--- src/rtl/instr_encoder_if.sv ---
// instr_encoder_if: handshake/bus bundle for the RV32I instruction encoder.
//   master : producer side (drives the decoded instruction, out_ready; observes status)
//   slave  : encoder side (accepts the decoded instruction, drives out_code/out_addr/status)
// Input channel : in_valid/in_ready, in_instruction[5:0], in_rd/in_rs1/in_rs2[4:0], in_immi[31:0]
// Output channel: out_valid/out_ready, out_code[31:0], out_addr[ADDR_W-1:0]
// Status        : err_illegal (sticky), illegal_count[7:0] (saturating)
interface instr_encoder_if #(
  parameter int unsigned ADDR_W = 32
) ();
  logic              in_valid;
  logic              in_ready;
  logic [5:0]        in_instruction;
  logic [4:0]        in_rd;
  logic [4:0]        in_rs1;
  logic [4:0]        in_rs2;
  logic [31:0]       in_immi;
  logic              out_valid;
  logic              out_ready;
  logic [31:0]       out_code;
  logic [ADDR_W-1:0] out_addr;
  logic              err_illegal;
  logic [7:0]        illegal_count;

  modport master (
    output in_valid, in_instruction, in_rd, in_rs1, in_rs2, in_immi, out_ready,
    input  in_ready, out_valid, out_code, out_addr, err_illegal, illegal_count
  );

  modport slave (
    input  in_valid, in_instruction, in_rd, in_rs1, in_rs2, in_immi, out_ready,
    output in_ready, out_valid, out_code, out_addr, err_illegal, illegal_count
  );
endinterface

--- src/rtl/instr_encoder.sv ---
// instr_encoder: turns a decoded instruction (6-bit ID, register fields, immediate) into a
// 32-bit RV32I machine word and tags it with a sequential byte address for imem loading.
// Ports:
//   clk   - clock, rising edge
//   reset - asynchronous active-high reset
//   clear - synchronous clear, same effect as reset, wins over any transfer
//   bus   - instr_encoder_if.slave: input valid/ready channel, output valid/ready channel
//           carrying out_code/out_addr, plus err_illegal and illegal_count status
module instr_encoder #(
  parameter int unsigned       ADDR_W    = 32,
  parameter logic [ADDR_W-1:0] BASE_ADDR = '0
) (
  input  logic          clk,
  input  logic          reset,
  input  logic          clear,
  instr_encoder_if.slave bus
);

  typedef enum logic [2:0] {FmtR, FmtI, FmtSh, FmtS, FmtB, FmtJ, FmtU} fmt_e;

  logic              valid_q, valid_d;
  logic [31:0]       code_q, code_d;
  logic [ADDR_W-1:0] addr_q, addr_d;
  logic              err_q, err_d;
  logic [7:0]        cnt_q, cnt_d;

  logic        in_ready, in_xfer, out_xfer;
  logic        legal;
  fmt_e        fmt;
  logic [6:0]  opcode, f7;
  logic [2:0]  f3;
  logic [31:0] imm, word;
  logic [4:0]  rd, rs1, rs2;

  assign imm = bus.in_immi;
  assign rd  = bus.in_rd;
  assign rs1 = bus.in_rs1;
  assign rs2 = bus.in_rs2;

  // Immediate bits above the widest format (J, bit 20) are truncated.
  logic unused_imm_hi;
  assign unused_imm_hi = ^imm[31:21];

  assign in_ready = !valid_q || bus.out_ready;
  assign in_xfer  = bus.in_valid && in_ready;
  assign out_xfer = valid_q && bus.out_ready;

  // ID -> format/opcode/funct fields, same numbering as the control-unit decoder.
  always_comb begin
    legal  = 1'b1;
    fmt    = FmtR;
    opcode = 7'h33;
    f3     = 3'd0;
    f7     = 7'h00;
    case (bus.in_instruction)
      6'd0:  f3 = 3'd0;
      6'd1:  begin f3 = 3'd0; f7 = 7'h20; end
      6'd2:  f3 = 3'd4;
      6'd3:  f3 = 3'd6;
      6'd4:  f3 = 3'd7;
      6'd5:  f3 = 3'd1;
      6'd6:  f3 = 3'd5;
      6'd7:  begin f3 = 3'd5; f7 = 7'h20; end
      6'd8:  f3 = 3'd2;
      6'd9:  f3 = 3'd3;
      6'd10: begin fmt = FmtI;  opcode = 7'h13; f3 = 3'd0; end
      6'd11: begin fmt = FmtI;  opcode = 7'h13; f3 = 3'd4; end
      6'd12: begin fmt = FmtI;  opcode = 7'h13; f3 = 3'd6; end
      6'd13: begin fmt = FmtI;  opcode = 7'h13; f3 = 3'd7; end
      6'd14: begin fmt = FmtSh; opcode = 7'h13; f3 = 3'd1; end
      6'd15: begin fmt = FmtSh; opcode = 7'h13; f3 = 3'd5; end
      6'd16: begin fmt = FmtSh; opcode = 7'h13; f3 = 3'd5; f7 = 7'h20; end
      6'd17: begin fmt = FmtI;  opcode = 7'h13; f3 = 3'd2; end
      6'd18: begin fmt = FmtI;  opcode = 7'h13; f3 = 3'd3; end
      6'd19: begin fmt = FmtI;  opcode = 7'h03; f3 = 3'd0; end
      6'd20: begin fmt = FmtI;  opcode = 7'h03; f3 = 3'd1; end
      6'd21: begin fmt = FmtI;  opcode = 7'h03; f3 = 3'd2; end
      6'd22: begin fmt = FmtI;  opcode = 7'h03; f3 = 3'd4; end
      6'd23: begin fmt = FmtI;  opcode = 7'h03; f3 = 3'd5; end
      6'd24: begin fmt = FmtS;  opcode = 7'h23; f3 = 3'd0; end
      6'd25: begin fmt = FmtS;  opcode = 7'h23; f3 = 3'd1; end
      6'd26: begin fmt = FmtS;  opcode = 7'h23; f3 = 3'd2; end
      6'd27: begin fmt = FmtB;  opcode = 7'h63; f3 = 3'd0; end
      6'd28: begin fmt = FmtB;  opcode = 7'h63; f3 = 3'd1; end
      6'd29: begin fmt = FmtB;  opcode = 7'h63; f3 = 3'd4; end
      6'd32: begin fmt = FmtB;  opcode = 7'h63; f3 = 3'd5; end
      6'd33: begin fmt = FmtJ;  opcode = 7'h6F; end
      6'd34: begin fmt = FmtU;  opcode = 7'h37; end
      6'd35: begin fmt = FmtU;  opcode = 7'h17; end
      default: legal = 1'b0;
    endcase
  end

  // Field packing; register inputs a format does not use are never looked at.
  always_comb begin
    word = '0;
    case (fmt)
      FmtR:  word = {f7, rs2, rs1, f3, rd, opcode};
      FmtI:  word = {imm[11:0], rs1, f3, rd, opcode};
      FmtSh: word = {f7, imm[4:0], rs1, f3, rd, opcode};
      FmtS:  word = {imm[11:5], rs2, rs1, f3, imm[4:0], opcode};
      FmtB:  word = {imm[12], imm[10:5], rs2, rs1, f3, imm[4:1], imm[11], opcode};
      FmtJ:  word = {imm[20], imm[10:1], imm[11], imm[19:12], rd, opcode};
      FmtU:  word = {imm[19:0], rd, opcode};
      default: word = '0;
    endcase
  end

  always_comb begin
    valid_d = valid_q;
    code_d  = code_q;
    addr_d  = addr_q;
    err_d   = err_q;
    cnt_d   = cnt_q;
    if (out_xfer) begin
      valid_d = 1'b0;
      addr_d  = addr_q + ADDR_W'(4);
    end
    if (in_xfer) begin
      if (legal) begin
        valid_d = 1'b1;
        code_d  = word;
      end else begin
        err_d = 1'b1;
        if (cnt_q != 8'hFF) cnt_d = cnt_q + 8'd1;
      end
    end
    if (clear) begin
      valid_d = 1'b0;
      code_d  = '0;
      addr_d  = BASE_ADDR;
      err_d   = 1'b0;
      cnt_d   = '0;
    end
  end

  always_ff @(posedge clk or posedge reset) begin
    if (reset) begin
      valid_q <= 1'b0;
      code_q  <= '0;
      addr_q  <= BASE_ADDR;
      err_q   <= 1'b0;
      cnt_q   <= '0;
    end else begin
      valid_q <= valid_d;
      code_q  <= code_d;
      addr_q  <= addr_d;
      err_q   <= err_d;
      cnt_q   <= cnt_d;
    end
  end

  assign bus.in_ready      = in_ready;
  assign bus.out_valid     = valid_q;
  assign bus.out_code      = code_q;
  assign bus.out_addr      = addr_q;
  assign bus.err_illegal   = err_q;
  assign bus.illegal_count = cnt_q;

endmodule

--- src/flat_wrapper.sv ---
// flat-port wrapper written by rule: the top's interface ports become plain ports
module instr_encoder_flat 
#(
  parameter int unsigned       ADDR_W    = 32,
  parameter logic [ADDR_W-1:0] BASE_ADDR = '0
)
  (clk, reset, clear, bus_in_valid, bus_in_instruction, bus_in_rd, bus_in_rs1, bus_in_rs2, bus_in_immi, bus_out_ready, bus_in_ready, bus_out_valid, bus_out_code, bus_out_addr, bus_err_illegal, bus_illegal_count);
  instr_encoder_if #(.ADDR_W(ADDR_W)) bus_i ();
  input  logic clk;
  input  logic reset;
  input  logic clear;
  input wire logic [$bits(bus_i.in_valid)-1:0] bus_in_valid;
  input wire logic [$bits(bus_i.in_instruction)-1:0] bus_in_instruction;
  input wire logic [$bits(bus_i.in_rd)-1:0] bus_in_rd;
  input wire logic [$bits(bus_i.in_rs1)-1:0] bus_in_rs1;
  input wire logic [$bits(bus_i.in_rs2)-1:0] bus_in_rs2;
  input wire logic [$bits(bus_i.in_immi)-1:0] bus_in_immi;
  input wire logic [$bits(bus_i.out_ready)-1:0] bus_out_ready;
  output wire logic [$bits(bus_i.in_ready)-1:0] bus_in_ready;
  output wire logic [$bits(bus_i.out_valid)-1:0] bus_out_valid;
  output wire logic [$bits(bus_i.out_code)-1:0] bus_out_code;
  output wire logic [$bits(bus_i.out_addr)-1:0] bus_out_addr;
  output wire logic [$bits(bus_i.err_illegal)-1:0] bus_err_illegal;
  output wire logic [$bits(bus_i.illegal_count)-1:0] bus_illegal_count;
  assign bus_i.in_valid = bus_in_valid;
  assign bus_i.in_instruction = bus_in_instruction;
  assign bus_i.in_rd = bus_in_rd;
  assign bus_i.in_rs1 = bus_in_rs1;
  assign bus_i.in_rs2 = bus_in_rs2;
  assign bus_i.in_immi = bus_in_immi;
  assign bus_i.out_ready = bus_out_ready;
  assign bus_in_ready = bus_i.in_ready;
  assign bus_out_valid = bus_i.out_valid;
  assign bus_out_code = bus_i.out_code;
  assign bus_out_addr = bus_i.out_addr;
  assign bus_err_illegal = bus_i.err_illegal;
  assign bus_illegal_count = bus_i.illegal_count;
  instr_encoder #(.ADDR_W(ADDR_W), .BASE_ADDR(BASE_ADDR)) u_core (.clk(clk), .reset(reset), .clear(clear), .bus(bus_i));
endmodule
--- config.mk ---
export PLATFORM = sky130hd
export DESIGN_NAME = instr_encoder_flat
export DESIGN_NICKNAME = d
export VERILOG_FILES = /design/src/rtl/instr_encoder_if.sv /design/src/rtl/instr_encoder.sv /design/src/flat_wrapper.sv
export SDC_FILE = /design/constraint.sdc
export NUM_CORES = 1
export LEC_CHECK = 0
export BUFFER_PORTS_ARGS = -buffer_cell sky130_fd_sc_hd__buf_2
export CELL_PAD_IN_SITES_DETAIL_PLACEMENT = 1
export CELL_PAD_IN_SITES_GLOBAL_PLACEMENT = 2
export CORE_MARGIN = 2
export CORE_UTILIZATION = 32
export DETAILED_ROUTE_END_ITERATION = 8
export MAX_ROUTING_LAYER = met4
export PLACE_DENSITY = 0.95
export RECOVER_POWER = 100
export SETUP_SLACK_MARGIN = 0.3
export SYNTH_ARGS = -nofsm -noshare
export SYNTH_HDL_FRONTEND = slang
export SYNTH_SLANG_ARGS = --single-unit
--- constraint.sdc ---
create_clock -name clk -period 6.65 [get_ports clk]
set_input_delay 0.9975 -clock clk [delete_from_list [all_inputs] [get_ports clk]]
set_output_delay 0.9975 -clock clk [all_outputs]
set_load 0.1 [all_outputs]
# Yosys cells after proc, flatten, opt, wreduce, memory -nomap -nowiden
# Index checks and enable logic that the tools add are counted.
dict set report totals {
  regBits 74
  in_bits 58
  output_inout_bits 75
}
dict set report classes {
  n_addsub 2
  n_eq_ne 41
  mux 22
  reduce_logical 29
}
# operator count
set op_table {}
lappend op_table {{$pmux W32 S7} 1}
lappend op_table {{$mux W32} 5}
lappend op_table {{$eq A6 B5 Y1 const B} 14}
lappend op_table {{$pmux W7 S7} 1}
lappend op_table {{$eq A6 B4 Y1 const B} 8}
lappend op_table {{$reduce_or A34 Y1} 1}
lappend op_table {{$add A32 B3 Y32 const B} 1}
lappend op_table {{$mux W8} 4}
lappend op_table {{$eq A6 B3 Y1 const B} 4}
lappend op_table {{$eq A6 B6 Y1 const B} 4}
lappend op_table {{$pmux W3 S7} 1}
lappend op_table {{$pmux W3 S6} 1}
lappend op_table {{$eq A6 B2 Y1 const B} 2}
lappend op_table {{$reduce_or A4 Y1} 3}
lappend op_table {{$reduce_or A11 Y1} 1}
lappend op_table {{$reduce_or A5 Y1} 2}
lappend op_table {{$eq A3 B3 Y1 const B} 3}
lappend op_table {{$reduce_or A3 Y1} 3}
lappend op_table {{$reduce_or A9 Y1} 1}
lappend op_table {{$add A8 B1 Y8 const B} 1}
lappend op_table {{$mux W1} 8}
lappend op_table {{$ne A8 B8 Y1 const B} 1}
lappend op_table {{$reduce_bool A2 Y1} 4}
lappend op_table {{$reduce_or A2 Y1} 4}
lappend op_table {{other kinds (13)} 16}

# Longest topological paths before layout
dict set report depth {
  depth_word 8
  mapped_depth 8
}

# Least setup slack after synthesis
# No wires, ideal clock.
dict set report synth_path {
  path_type {register to register}
  from {reg u_core.valid_q (netlist: u_core.bus.out_valid)}
  to {reg u_core.code_q[20] (netlist: u_core.bus.out_code[20])}
  setup_ns 0.126
  t_arrival_ns 3.013
  required_ns 6.524
  slack_ns 3.511
  path_stages_with_launch 8
  path_buffers 2
  period_less_slack_ns 3.139
  cell_sequence {dfrtp_1 nand2b_1 nand3_1 or3_1 clkbuf_1 buf_2 nor2_1 a221o_1}
}
dict set report synth_between {
  elab_chain_cells 5
}
# element line_no
set synth_lines {}
lappend synth_lines {{start, declared} instr_encoder.sv:21} ;# logic valid_q, valid_d;
lappend synth_lines {{start signal, assigned} instr_encoder.sv:145} ;# valid_q <= valid_d;
lappend synth_lines {{$logic_not A1 Y1} instr_encoder.sv:44} ;# assign in_ready = !valid_q || bus.out_ready;
lappend synth_lines {{$logic_or A1 B1 Y1} instr_encoder.sv:44}
lappend synth_lines {{named net bus_in_ready} flat_wrapper.sv:19} ;# output wire logic [$bits(bus_i.in_ready)-1:0] bus_in_ready;
lappend synth_lines {{$logic_and A1 B1 Y1} instr_encoder.sv:45} ;# assign in_xfer = bus.in_valid && in_ready;
lappend synth_lines {{$reduce_bool A2 Y1 (no line)} -}
lappend synth_lines {{$reduce_and A2 Y1 (no line)} -}
lappend synth_lines {{end signal, assigned} instr_encoder.sv:146} ;# code_q <= code_d;
lappend synth_lines {{end, declared} instr_encoder.sv:22} ;# logic [31:0] code_q, code_d;
# The timed path passes the listed nets, and every way through them passes these cells.
# A chain may end at the register's enable or synchronous reset.

# Worst setup path in the final report
dict set report layout_path {
  from {in clear}
  to {reg u_core.code_q[29] (netlist: u_core.bus.out_code[29])}
}
dict set report layout_between {
  elab_chain_cells 2
}
# element line_no
set layout_lines {}
lappend layout_lines {{start, declared} flat_wrapper.sv:11} ;# input logic clear;
lappend layout_lines {{$reduce_bool A2 Y1 (no line)} -}
lappend layout_lines {{$reduce_and A2 Y1 (no line)} -}
# Parallel ways exist; a longest one is shown, timed or not.

==> run_results.csv <==
group,metric,value,unit
placed_design,hpwl,9260,µm
setup_path,reg2reg_from,"u_core.bus.illegal_count[0]$_DFFE_PP0P_",
global_route,antenna_found_initial,0,
clocking,clock-sinks,71,
placed_design,gp_congestion,0.841,
clocking,clkTransAtPathRegs,60,ps
finish,antenna_cells,0,
sta,tightest_slew,1940,ps
power,cellPowerDensity,240,nW/µm²
setup_path,timing.rr.end,"u_core.bus.illegal_count[4]$_DFFE_PP0P_",
placed_design,pre_cts_ws,3220,ps
floorplan,dieArea,13600,µm²
finish,fin_util,39.9,%
floorplan,die_x,117,µm
detailed_routing,drtIter0Drc,305,
setup_path,path_buf_inv,1,
clocking,post-cts-setup-buffers,0,
floorplan,core,12500,µm²
yosys,async_reset_ff_share,100,%
detailed_routing,dr_wl_met2,6600,µm
global_route,grt_pass1_wl,21000,µm
sta,timing.final.crit_share,57.9,%
setup_path,critPathTopFamily,"buffers and inverters",
finish,seq_area,1780,µm²
power,p_leak,2.01,nW
flow_run,cap_violations,2,
detailed_routing,drt-total-wl,13200,µm
detailed_routing,highest_layer,"met4",
setup_path,arrival,4060,ps
detailed_routing,wl_met3,349,µm
detailed_routing,dr.pass1.iters,4,
finish,final_nets,611,
setup_path,crit_end,"u_core.bus.out_code[29]$_DFFE_PP0P_",
clocking,cts-root-buf,"clkbuf_16",
global_route,grt_pass1_vias,3954,
clocking,holdBufCountCts,0,
placed_design,portBuffers,119,
outcome,violations,"capacitance limit, slew limit",
sta,setup_viol,0,
global_route,grt-ovfl-total,0,
setup_path,cp.required,6860,ps
clocking,cts_tree,"built",
setup_path,critPathSlowestCell,"clkbuf_1",
finish,final_cell_area,4990,µm²
yosys,synth.largest_area_cell,"dfrtp_1",
sta,setup_slack,2800,ps
sta,max_freq,260,MHz
detailed_routing,drc_errors,0,
setup_path,slowest_delay,1370,ps
power,ir_drop,103,µV
outcome,outcome,"finished, violations left",
placed_design,place_area,4760,µm²
clocking,htreeDepth,3,
sta,final.min_clock_period,3850,ps
setup_path,crit_fanout,43,
yosys,synth-seq-cells,71,
clocking,clk_path_buf_depth,2,
clocking,numCtsBuffers,9,
worst_hold_path,hold_class,"reg2reg",
yosys,synth_cells,451,
clocking,ctsResizeCount,0,
clocking,clock_latency,340,ps
yosys,ys_seq_area_share,43.7,%
yosys,ys_top_cells_by_area,"dfrtp_1 44%, xnor2_1 6.0%, nor2_1 4.8%",
finish,syn_to_final_growth,22.8,%
setup_path,crit_chain,"clkbuf_1 > or3_1 > nor2_1 > a221o_1",
yosys,synth.distinct_cells,64,
yosys,syn_area_per_cell,9.01,µm²
sta,report.final.hold_viol_count,0,
floorplan,die_h,117,µm
detailed_routing,num_vias,3897,
sta,final.setup.tns,0,ps
setup_path,crit_type,"in2reg",
detailed_routing,vias_per_cell,5.35,
floorplan,initial_core_util,32.5,%
sta,maxSlewViolCount,45,
setup_path,cp-end-kind,"register",
detailed_routing,wl_met1,5870,µm
setup_path,reg2reg_slack,3970,ps
setup_path,cp-startpoint,"clear",
sta,fin_skew,6.50,ps
floorplan,std_cell_rows,41,
finish,fill_cells,1547,
global_route,grt_usage,20.3,%
global_route,grt_max_degree,72,
sta,relSlewSlack,-29.1,%
detailed_routing,wire_per_inst,18.1,µm
yosys,synth_ff_type,"dfrtp_1",
finish,multi_input_area,2090,µm²
setup_path,reg2reg_depth,6,
detailed_routing,detail-route-antenna-nets,0,
setup_path,cp.depth,4,
sta,rsz0062_at_grt,"no",
yosys,synth_top_area_share,43.7,%
floorplan,ioPinCount,133,
yosys,synth_edf_count,0,
setup_path,critPathLaunchType,"primary input",
finish,drive_above_1_share,12.9,%
yosys,synth_area,4070,µm²
yosys,yosysWarnings,0,
[worst register-to-register path, cell delays in order, from the launching register on]
cell and delay (ps):
dfrtp_1 450, ha_1 200, nand3_1 140, o311ai_0 1250, nor3_1 170, xnor2_1 220
nor2_1 60
[power by group]
| group | internal (W) | total [W] | switching (W) |
|---|---|---|---|
| Clock | 0.000342 | 0.000541 | 0.000199 |
| Sequential | 0.000443 | 0.000450 | 0.00000769 |
| Combinational | 0.0000403 | 0.000206 | 0.000165 |
[state kept, by name, summed over array words and instances, names as in the netlist]
name and count:
u_core.bus.illegal_count 8, u_core.bus.err_illegal 1, u_core.bus.out_valid 1, u_core.bus.out_code 31, u_core.bus.out_addr 30
[stage by stage]
stage / std cells / hold WS [ps] / power [W]
global placement: 712 / 459 / 0.000664
global route: 728 / 513 / 0.00124
finish: 728 / 486 / 0.00120
floorplan: 452 / 967 / 0.000615
CTS: 728 / 487 / 0.00121
detailed placement: 712 / 475 / 0.000668
[cell usage in the layout, fill, tap and decap left out, drive strengths merged, types with 4 or more instances in the layout]
cell	instances
nand4	5
nor2	53
o21ai	30
nand2b	8
a22o	12
clkbuf	86
a221o	12
buf	46
nor3b	7
nor4	9
mux2i	8
inv	16
or3	8
nand3	17
a31oi	6
dfrtp	71
a21oi	21
and2	7
nor2b	4
and4	4
xnor2	28
nor3	13
nand2	32
[layout make-up]
| type | count | area share [%] |
|---|---|---|
| multi-input cells | 332 | 41.9 |
| flip-flops and latches | 71 | 35.6 |
| repair buffers | 122 | 10.4 |
| clock buffers | 10 | 4.79 |
| well taps | 172 | 4.31 |
| clock inverters | 6 | 1.83 |
| inverters | 15 | 1.13 |
[metal layers]
metal	track usage (%)	up-vias
met1	25.0	1957
met2	33.9	82
met4	7.69	0
met3	2.80	27
met5	-	-
li1	-	1831
[worst min-delay path by stage]
stage | startpoint | to | slack (ps) | cells after the start
floorplan | u_core.bus.out_code[5]$_DFFE_PP0P_ | u_core.bus.out_code[5]$_DFFE_PP0P_ | 970 | 2
global placement | u_core.bus.out_code[8]$_DFFE_PP0P_ | u_core.bus.out_code[8]$_DFFE_PP0P_ | 460 | 2
detailed placement | u_core.bus.out_code[15]$_DFFE_PP0P_ | u_core.bus.out_code[15]$_DFFE_PP0P_ | 470 | 2
CTS | u_core.bus.out_code[15]$_DFFE_PP0P_ | u_core.bus.out_code[15]$_DFFE_PP0P_ | 490 | 2
global route | u_core.bus.out_code[19]$_DFFE_PP0P_ | u_core.bus.out_code[19]$_DFFE_PP0P_ | 510 | 2
finish | u_core.bus.out_code[19]$_DFFE_PP0P_ | u_core.bus.out_code[19]$_DFFE_PP0P_ | 490 | 2
[cells in the mapped netlist, types with 5 or more instances]
library cell,n
nand4_1,5
xnor2_1,28
nand3_1,16
a221o_1,12
nor4_1,9
nor2_1,52
or3_1,6
a21oi_1,20
inv_1,14
mux2i_1,8
nor3_1,12
dfrtp_1,71
clkbuf_1,20
o21ai_0,29
a31oi_1,6
a22o_1,12
nor3b_1,7
buf_2,7
nand2b_1,8
nand2_1,32
[kinds of logic after synthesis]
group / Yosys count / share of synthesized area (%)
adder cells (fa/ha/maj): 2 / 0.615
buffers and inverters: 49 / 5.02
XOR/XNOR: 31 / 6.68
multiplexers: 8 / 1.97
flip-flops: 71 / 43.7
AND/OR/NAND/NOR: 179 / 23.1
other: 1 / 0.0922
AO/OA/AOI/OAI: 110 / 18.8
No activity file was read; power rests on OpenSTA's default activity.
